===== config.mk =====
export PLATFORM = sky130hd
export DESIGN_NAME = led_status_ctrl
export DESIGN_NICKNAME = d
export VERILOG_FILES = /design/src/rtl/led_ctrl_pkg.sv /design/src/rtl/led_pwm_channel.sv /design/src/rtl/led_status_ctrl.sv
export SDC_FILE = /design/constraint.sdc
export NUM_CORES = 1
export LEC_CHECK = 0
export CAP_MARGIN = 20
export CORE_MARGIN = 8
export CORE_UTILIZATION = 40
export CTS_BUF_LIST = sky130_fd_sc_hd__clkbuf_4
export CTS_CLUSTER_SIZE = 8
export DETAILED_ROUTE_END_ITERATION = 6
export PLACE_DENSITY = 0.63
export SYNTH_ARGS = -nofsm -noshare
export SYNTH_HDL_FRONTEND = slang
export SYNTH_HIERARCHICAL = 1
export SYNTH_SLANG_ARGS = --single-unit

===== constraint.sdc =====
create_clock -name clock -period 6.71 [get_ports clock]
set_clock_uncertainty 0.15 [all_clocks]
set_input_delay 1.0065 -clock clock [delete_from_list [all_inputs] [get_ports clock]]
set_output_delay 1.0065 -clock clock [all_outputs]
set_load 0.005 [all_outputs]

===== src/rtl/led_ctrl_pkg.sv =====
// led_ctrl_pkg: base mode encodings and mode field width for the LED status controller.
package led_ctrl_pkg;
  localparam int MODE_W = 3;
  localparam logic [MODE_W-1:0] LED_OFF = 3'd0;
  localparam logic [MODE_W-1:0] LED_ON = 3'd1;
  localparam logic [MODE_W-1:0] LED_FADE = 3'd2;
  localparam logic [MODE_W-1:0] LED_BLINK = 3'd3;
  localparam logic [MODE_W-1:0] LED_FASTBLINK = 3'd4;
endpackage


===== src/rtl/led_pwm_channel.sv =====
// led_pwm_channel: first-order PWM, carry of a wrapping accumulator drives the LED.
module led_pwm_channel #(
  parameter int PWMBITS = 5
) (
  input  logic               clock,
  input  logic               reset_n,
  input  logic [PWMBITS-1:0] bright,
  output logic               led
);
  logic [PWMBITS:0] acc_d;
  logic [PWMBITS-1:0] acc_q;
  logic led_d;
  assign acc_d = {1'b0, acc_q} + {1'b0, bright};
  // full scale forces a steady on; zero gives a steady off
  assign led_d = (&bright) | ((|bright) & acc_d[PWMBITS]);
  always_ff @(posedge clock) begin
    if (!reset_n) begin
      acc_q <= '0;
      led <= 1'b0;
    end else begin
      acc_q <= acc_d[PWMBITS-1:0];
      led <= led_d;
    end
  end
endmodule


===== src/rtl/led_status_ctrl.sv =====
// led_status_ctrl: per-LED fault/flash/mode arbitration feeding PWM channels.
// LED_GAMMA_EN adds a registered square-law gamma stage before the PWM.
module led_status_ctrl
  import led_ctrl_pkg::*;
#(
  parameter int NUM_LEDS = 4,
  parameter int PWMBITS = 5,
  parameter int PRESCALE = 20,
  parameter int FLASH_TICKS = 6
) (
  input  logic                       clock,
  input  logic                       reset_n,
  input  logic [MODE_W*NUM_LEDS-1:0] mode_i,
  input  logic [NUM_LEDS-1:0]        act_i,
  input  logic [NUM_LEDS-1:0]        fault_i,
  output logic [NUM_LEDS-1:0]        led_o,
  output logic                       tick_o
);
  localparam logic [PWMBITS-1:0] FULL = {PWMBITS{1'b1}};
  logic [PRESCALE-1:0] pre_q;
  logic [7:0] phase_q;
  logic tick;
  logic [PWMBITS-1:0] tri_b, base;
  logic [MODE_W-1:0] md;
  logic flash_on;
  logic [7:0] flash_q [NUM_LEDS];
  logic [7:0] flash_d [NUM_LEDS];
  logic [PWMBITS-1:0] bsel_q [NUM_LEDS];
  logic [PWMBITS-1:0] bsel_d [NUM_LEDS];
  assign tick = &pre_q;
  assign tick_o = tick;
  assign tri_b = phase_q[7] ? phase_q[6 -: PWMBITS] : ~phase_q[6 -: PWMBITS];
  always_comb begin
    md = '0;
    base = '0;
    flash_on = 1'b0;
    for (int n = 0; n < NUM_LEDS; n++) begin
      md = mode_i[MODE_W*n +: MODE_W];
      base = md == LED_ON ? FULL :
             md == LED_FADE ? tri_b :
             md == LED_BLINK ? {PWMBITS{phase_q[7]}} :
             md == LED_FASTBLINK ? {PWMBITS{phase_q[4]}} : '0;
      flash_on = act_i[n] || flash_q[n] != 8'd0;
      bsel_d[n] = fault_i[n] ? {PWMBITS{phase_q[3]}} : flash_on ? (base == '0 ? FULL : '0) : base;
      flash_d[n] = act_i[n] ? 8'(FLASH_TICKS) :
                   (tick && flash_q[n] != 8'd0) ? flash_q[n] - 8'd1 : flash_q[n];
    end
  end
  always_ff @(posedge clock) begin
    if (!reset_n) begin
      pre_q <= '0;
      phase_q <= '0;
      flash_q <= '{default: '0};
      bsel_q <= '{default: '0};
    end else begin
      pre_q <= pre_q + PRESCALE'(1);
      phase_q <= phase_q + 8'(tick);
      flash_q <= flash_d;
      bsel_q <= bsel_d;
    end
  end
  for (genvar c = 0; c < NUM_LEDS; c++) begin : g_ch
    logic [PWMBITS-1:0] bright;
`ifdef LED_GAMMA_EN
    logic [2*PWMBITS-1:0] sq;
    logic [PWMBITS-1:0] g_q;
    assign sq = {{PWMBITS{1'b0}}, bsel_q[c]} * {{PWMBITS{1'b0}}, bsel_q[c]};
    always_ff @(posedge clock) begin
      g_q <= !reset_n ? '0 : bsel_q[c] == FULL ? FULL : PWMBITS'(sq >> PWMBITS);
    end
    assign bright = g_q;
`else
    assign bright = bsel_q[c];
`endif
    led_pwm_channel #(.PWMBITS(PWMBITS)) u_ch (
      .clock(clock),
      .reset_n(reset_n),
      .bright(bright),
      .led(led_o[c])
    );
  end
endmodule

# Word level (Yosys, flattened, before mapping)

Cells that the tools add are included.

Add/subtract/negate cells: 10
Equality and inequality tests: 16
Multiplexer cells: 37
Bitwise logic cells: 10
Reductions and logical operators: 33

Operators with widths:

| kind                                                 | number |
|---|---|
| 2-to-1 mux 5 bit                                     | 29 |
| nonzero test 8 bit                                   | 4 |
| subtractor 8 x 1 -> 8 bit (second input constant)    | 4 |
| adder 5 x 5 -> 6 bit                                 | 4 |
| equality test 3 x 2 -> 1 bit (second input constant) | 8 |
| 2-to-1 mux 3 bit                                     | 8 |
| adder 20 x 1 -> 20 bit (second input constant)       | 1 |
| zero test 5 bit                                      | 4 |
| AND reduction 20 bit                                 | 1 |
| AND reduction 5 bit                                  | 4 |
| OR reduction 5 bit                                   | 4 |
| equality test 3 x 1 -> 1 bit (second input constant) | 4 |
| equality test 3 bit (second input constant)          | 4 |
| adder 8 x 1 -> 8 bit                                 | 1 |
| nonzero test 2 bit                                   | 4 |
| OR reduction 2 bit                                   | 4 |
| NOT 5 bit                                            | 1 |
| bitwise AND 1 bit                                    | 4 |
| logical AND 1 bit                                    | 4 |
| logical OR 1 bit                                     | 4 |
| OR 1 bit                                             | 4 |
| NOT 1 bit                                            | 1 |

Register bits after elaboration: 104
Bits of input ports: 22
Output and inout port bits: 5
Word-level logic and storage cells: 128

# Depth between registers and ports, before layout

Depth in word-level cells: 9
Mapped depth: 10
Gate-level depth less buffers: 9

# Cells and area by module

Netlist, hierarchy kept.

By module, submodules not included:

| module          | times used | cells each | area each (um2) | seq. area each (um2) |
|---|---|---|---|---|
| led_status_ctrl | 1          | 523        | 4,334.2         | 1,601.5 |
| led_pwm_channel | 4          | 37         | 352.8           | 120.1 |

# Worst setup path before layout

Ideal clock, no wire load.

Path type: register -> output
Start: register pre_q[0]
End: output tick_o
Arrival time: 1.463 ns
Required time: 5.554 ns
Slack: 4.090 ns
Cell stages (with the launch flop): 6
Cell sequence: dfxtp_1 ha_1 nand3_2 nor4_2 buf_2 and2_1

Longest elaborated chain between the ends: 1

RTL lines:

| what                   | line                  | RTL |
|---|---|---|
| from (decl)            | led_status_ctrl.sv:20 | `logic [PRESCALE-1:0] pre_q;` |
| from (signal assigned) | led_status_ctrl.sv:56 | `pre_q <= pre_q + PRESCALE'(1);` |
| AND reduction 20 bit   | led_status_ctrl.sv:30 | `assign tick = &pre_q;` |
| to (decl)              | led_status_ctrl.sv:17 | `output logic tick_o` |

No other way between the ends.

# Final worst setup path

Ends and elaborated chain as after synthesis.

==> metrics.csv <==
metric;value;unit
status;finished clean;
final_area;0.00625;mm^2
drt-initial-drc-count;335;
clk_latency;0.46;ns
hold_slack;0.342;ns
leakage;0.00236;uW
hold_path.class;reg2reg;
cts_tree;yes;
io_pins;27;
min_path_cells;1;
rrSetupSlack;4.02;ns
finalWirelength;12600;um
fin_setup_tns;0;ns
root_buffer;clkbuf_4;
worstRegToRegCells;10;
antenna_found_initial;0;
final_util;0.439;
grt_start_max_net_pins;53;
hold_viol;0;
met2_length;6020;um
start_util;0.403;
drive_gt1_frac;0.0420;
nets;744;
drtAntennaViolNets;0;
final.min_clock_period;3.65;ns
syn-num-nets;728;
synthTopCellsByArea;dfxtp_1, ha_1, a21oi_1;
dieWidth;136;um
fin_crit_sh;0.544;
async_flop_share;0;
design.die.area;0.0185;mm^2
top_layer;met4;
cts_resized;0;
multi_input_area;0.00346;mm^2
timing.final.max_slew_violations;0;
placed_area;0.00616;mm^2
syn2layout_area_growth;8.86;%
critPathArrivalTime;2.50;ns
yosysUniqueCellTypes;55;
synth_area;0.00575;mm^2
io_buffers;26;
timing.rr.end;phase_q[4];
diodes;0;
min_from;pre_q[0];
viasPerCell;5.53;
die_h;136;um
power_density;177;mW/mm^2
r2r-start;pre_q[0];
rsz0062_at_grt;false;
synth_top_flop_cell;dfxtp_1;
netlist_instances;671;
dp_slack;3.56;ns
clk_pin_slew;0.14;ns
max_slew_margin;0.336;
synth_edf_count;0;
peakVddDrop;0.117;mV
finalSetupViolCount;0;
fill_cells;1396;
first_pass_iters;5;
hold_path_end;pre_q[0];
cts_setup_buffers;0;
dp_hpwl;9070;um
drc_errors;0;
avgSynthCellArea;8.56;um^2
grt_pass1_wl;21500;um
end_kind;output port;
num_vias;4833;
start_kind;flip-flop;
required;5.55;ns
synth_top_area_share;0.362;
regArea;0.00208;mm^2
place_congestion;0.889;
drt-met1-wl;5670;um
wl_met3;678;um
track_usage;0.142;
cts-htree-levels;3;
drv_cap;0;
num_rows;44;
yosysWarningCount;6;
post_drt_wl_per_cell;14.4;um
ys_seq_area_frac;0.362;
synth.ff_latch_count;104;
tightest_slew;0.994;ns
layout_setup_ws;3.06;ns
cts_sinks;104;
overflow;0;
clockBufferDepth;2;
synth_area_leader_cell;dfxtp_1;
max_freq;0.274;GHz
grt_pass1_vias;4695;
cts_made_buffers;9;
crit_type;reg2out;
crit_fanout;14;
core-area;0.0143;mm^2
holdBufCountCts;0;
-- Yosys cell counts (9+ instances only) --
master	n
xor2_1	22
nand2b_1	12
o221ai_1	15
o21ai_0	24
dfxtp_1	104
and2_1	35
nor3b_1	13
or4_1	9
inv_1	29
o21a_1	12
nor2_1	46
ha_1	31
nor3_1	13
nand4_1	23
nand2_1	41
a21oi_1	57
nand3_1	23
xnor2_1	25
nor2b_1	22
nor4_1	9
clkbuf_1	18
-- state kept, by name, indices dropped and copies added (netlist names) --
name and flops:
g_ch.u_ch/acc_q 20, g_ch.u_ch/led 4, g_ch.bright 20, phase_q 8, pre_q 20, flash_q 32
-- how the worst max path moves through the flow --
stage	slack, ns	from	endpoint
finish	3.06	pre_q[0]	tick_o
global route	2.81	pre_q[0]	tick_o
CTS	3.01	pre_q[0]	tick_o
detailed placement	3.56	mode_i[0]	g_ch[0].bright[3]
global placement	3.62	mode_i[0]	g_ch[0].bright[2]
floorplan	4.09	pre_q[0]	tick_o
-- cells in the final DEF, fill, tap and decap left out, drive strengths merged, types with 3 or more instances in the layout --
| cell | synthesis | final |
|---|---|---|
| a211oi | 4 | 4 |
| a21boi | 4 | 4 |
| a21o | 4 | 4 |
| a21oi | 58 | 58 |
| a22oi | 3 | 3 |
| a31oi | 8 | 8 |
| and2 | 35 | 35 |
| and3 | 3 | 3 |
| and3b | 6 | 6 |
| buf | 5 | 3 |
| clkbuf | 18 | 12 |
| clkdlybuf4s50 | 0 | 25 |
| dfxtp | 104 | 104 |
| fa | 4 | 4 |
| ha | 31 | 31 |
| inv | 29 | 29 |
| mux2i | 4 | 4 |
| nand2 | 41 | 41 |
| nand2b | 12 | 12 |
| nand3 | 25 | 25 |
| nand4 | 26 | 26 |
| nand4b | 4 | 4 |
| nor2 | 46 | 46 |
| nor2b | 22 | 22 |
| nor3 | 13 | 13 |
| nor3b | 14 | 14 |
| nor4 | 11 | 11 |
| o21a | 12 | 12 |
| o21ai | 28 | 28 |
| o21bai | 4 | 4 |
| o221ai | 15 | 15 |
| or3 | 6 | 6 |
| or4 | 9 | 9 |
| xnor2 | 25 | 25 |
| xor2 | 22 | 22 |
-- critical path: stages (launching register included) --
cell             delay [ns]
dfxtp_1                0.40
ha_1                   0.22
nand3_2                0.21
nor4_2                 0.28
buf_4                  0.24
and2_1                 0.17
clkdlybuf4s50_1        0.51
-- report_power, final --
| group | switching, uW | leakage, uW | internal (uW) |
|---|---|---|---|
| logic | 88.7 | 0.00145 | 78.5 |
| clock network | 193 | 0.0000607 | 83.6 |
| registers | 17.7 | 0.000849 | 647 |
-- logic make-up (layout without fill, tap and decap cells) --
| family | count (synthesis) | after routing | synth area share |
|---|---|---|---|
| AO/OA/AOI/OAI | 147 | 147 | 0.159 |
| XOR/XNOR | 47 | 47 | 0.0716 |
| adder cells (fa/ha/maj) | 35 | 35 | 0.0814 |
| buffers and inverters | 52 | 71 | 0.0346 |
| flip-flops | 104 | 104 | 0.362 |
| multiplexers | 4 | 4 | 0.00697 |
| AND/OR/NAND/NOR | 282 | 282 | 0.284 |
-- through the flow --
step	instances	total power, uW
after floorplan	671	796
after global placement	860	838
after detailed placement	860	846
after CTS	874	1130
after global routing	874	1180
final	874	1110
-- routing by layer --
metal  GRT usage  up-vias
li1            -     2438
met1       0.167     2253
met2       0.240      117
met3      0.0381       25
met4      0.0567        0
met5           0        -
-- layout make-up --
class | count | area share
clock buffer | 12 | 0.0144
sequential | 104 | 0.333
multi-input combinational | 515 | 0.554
timing repair buffer | 28 | 0.0432
inverter | 29 | 0.0174
tap | 184 | 0.0368
clock inverter | 2 | 0.00140
Power figures use the tool's default switching activity.
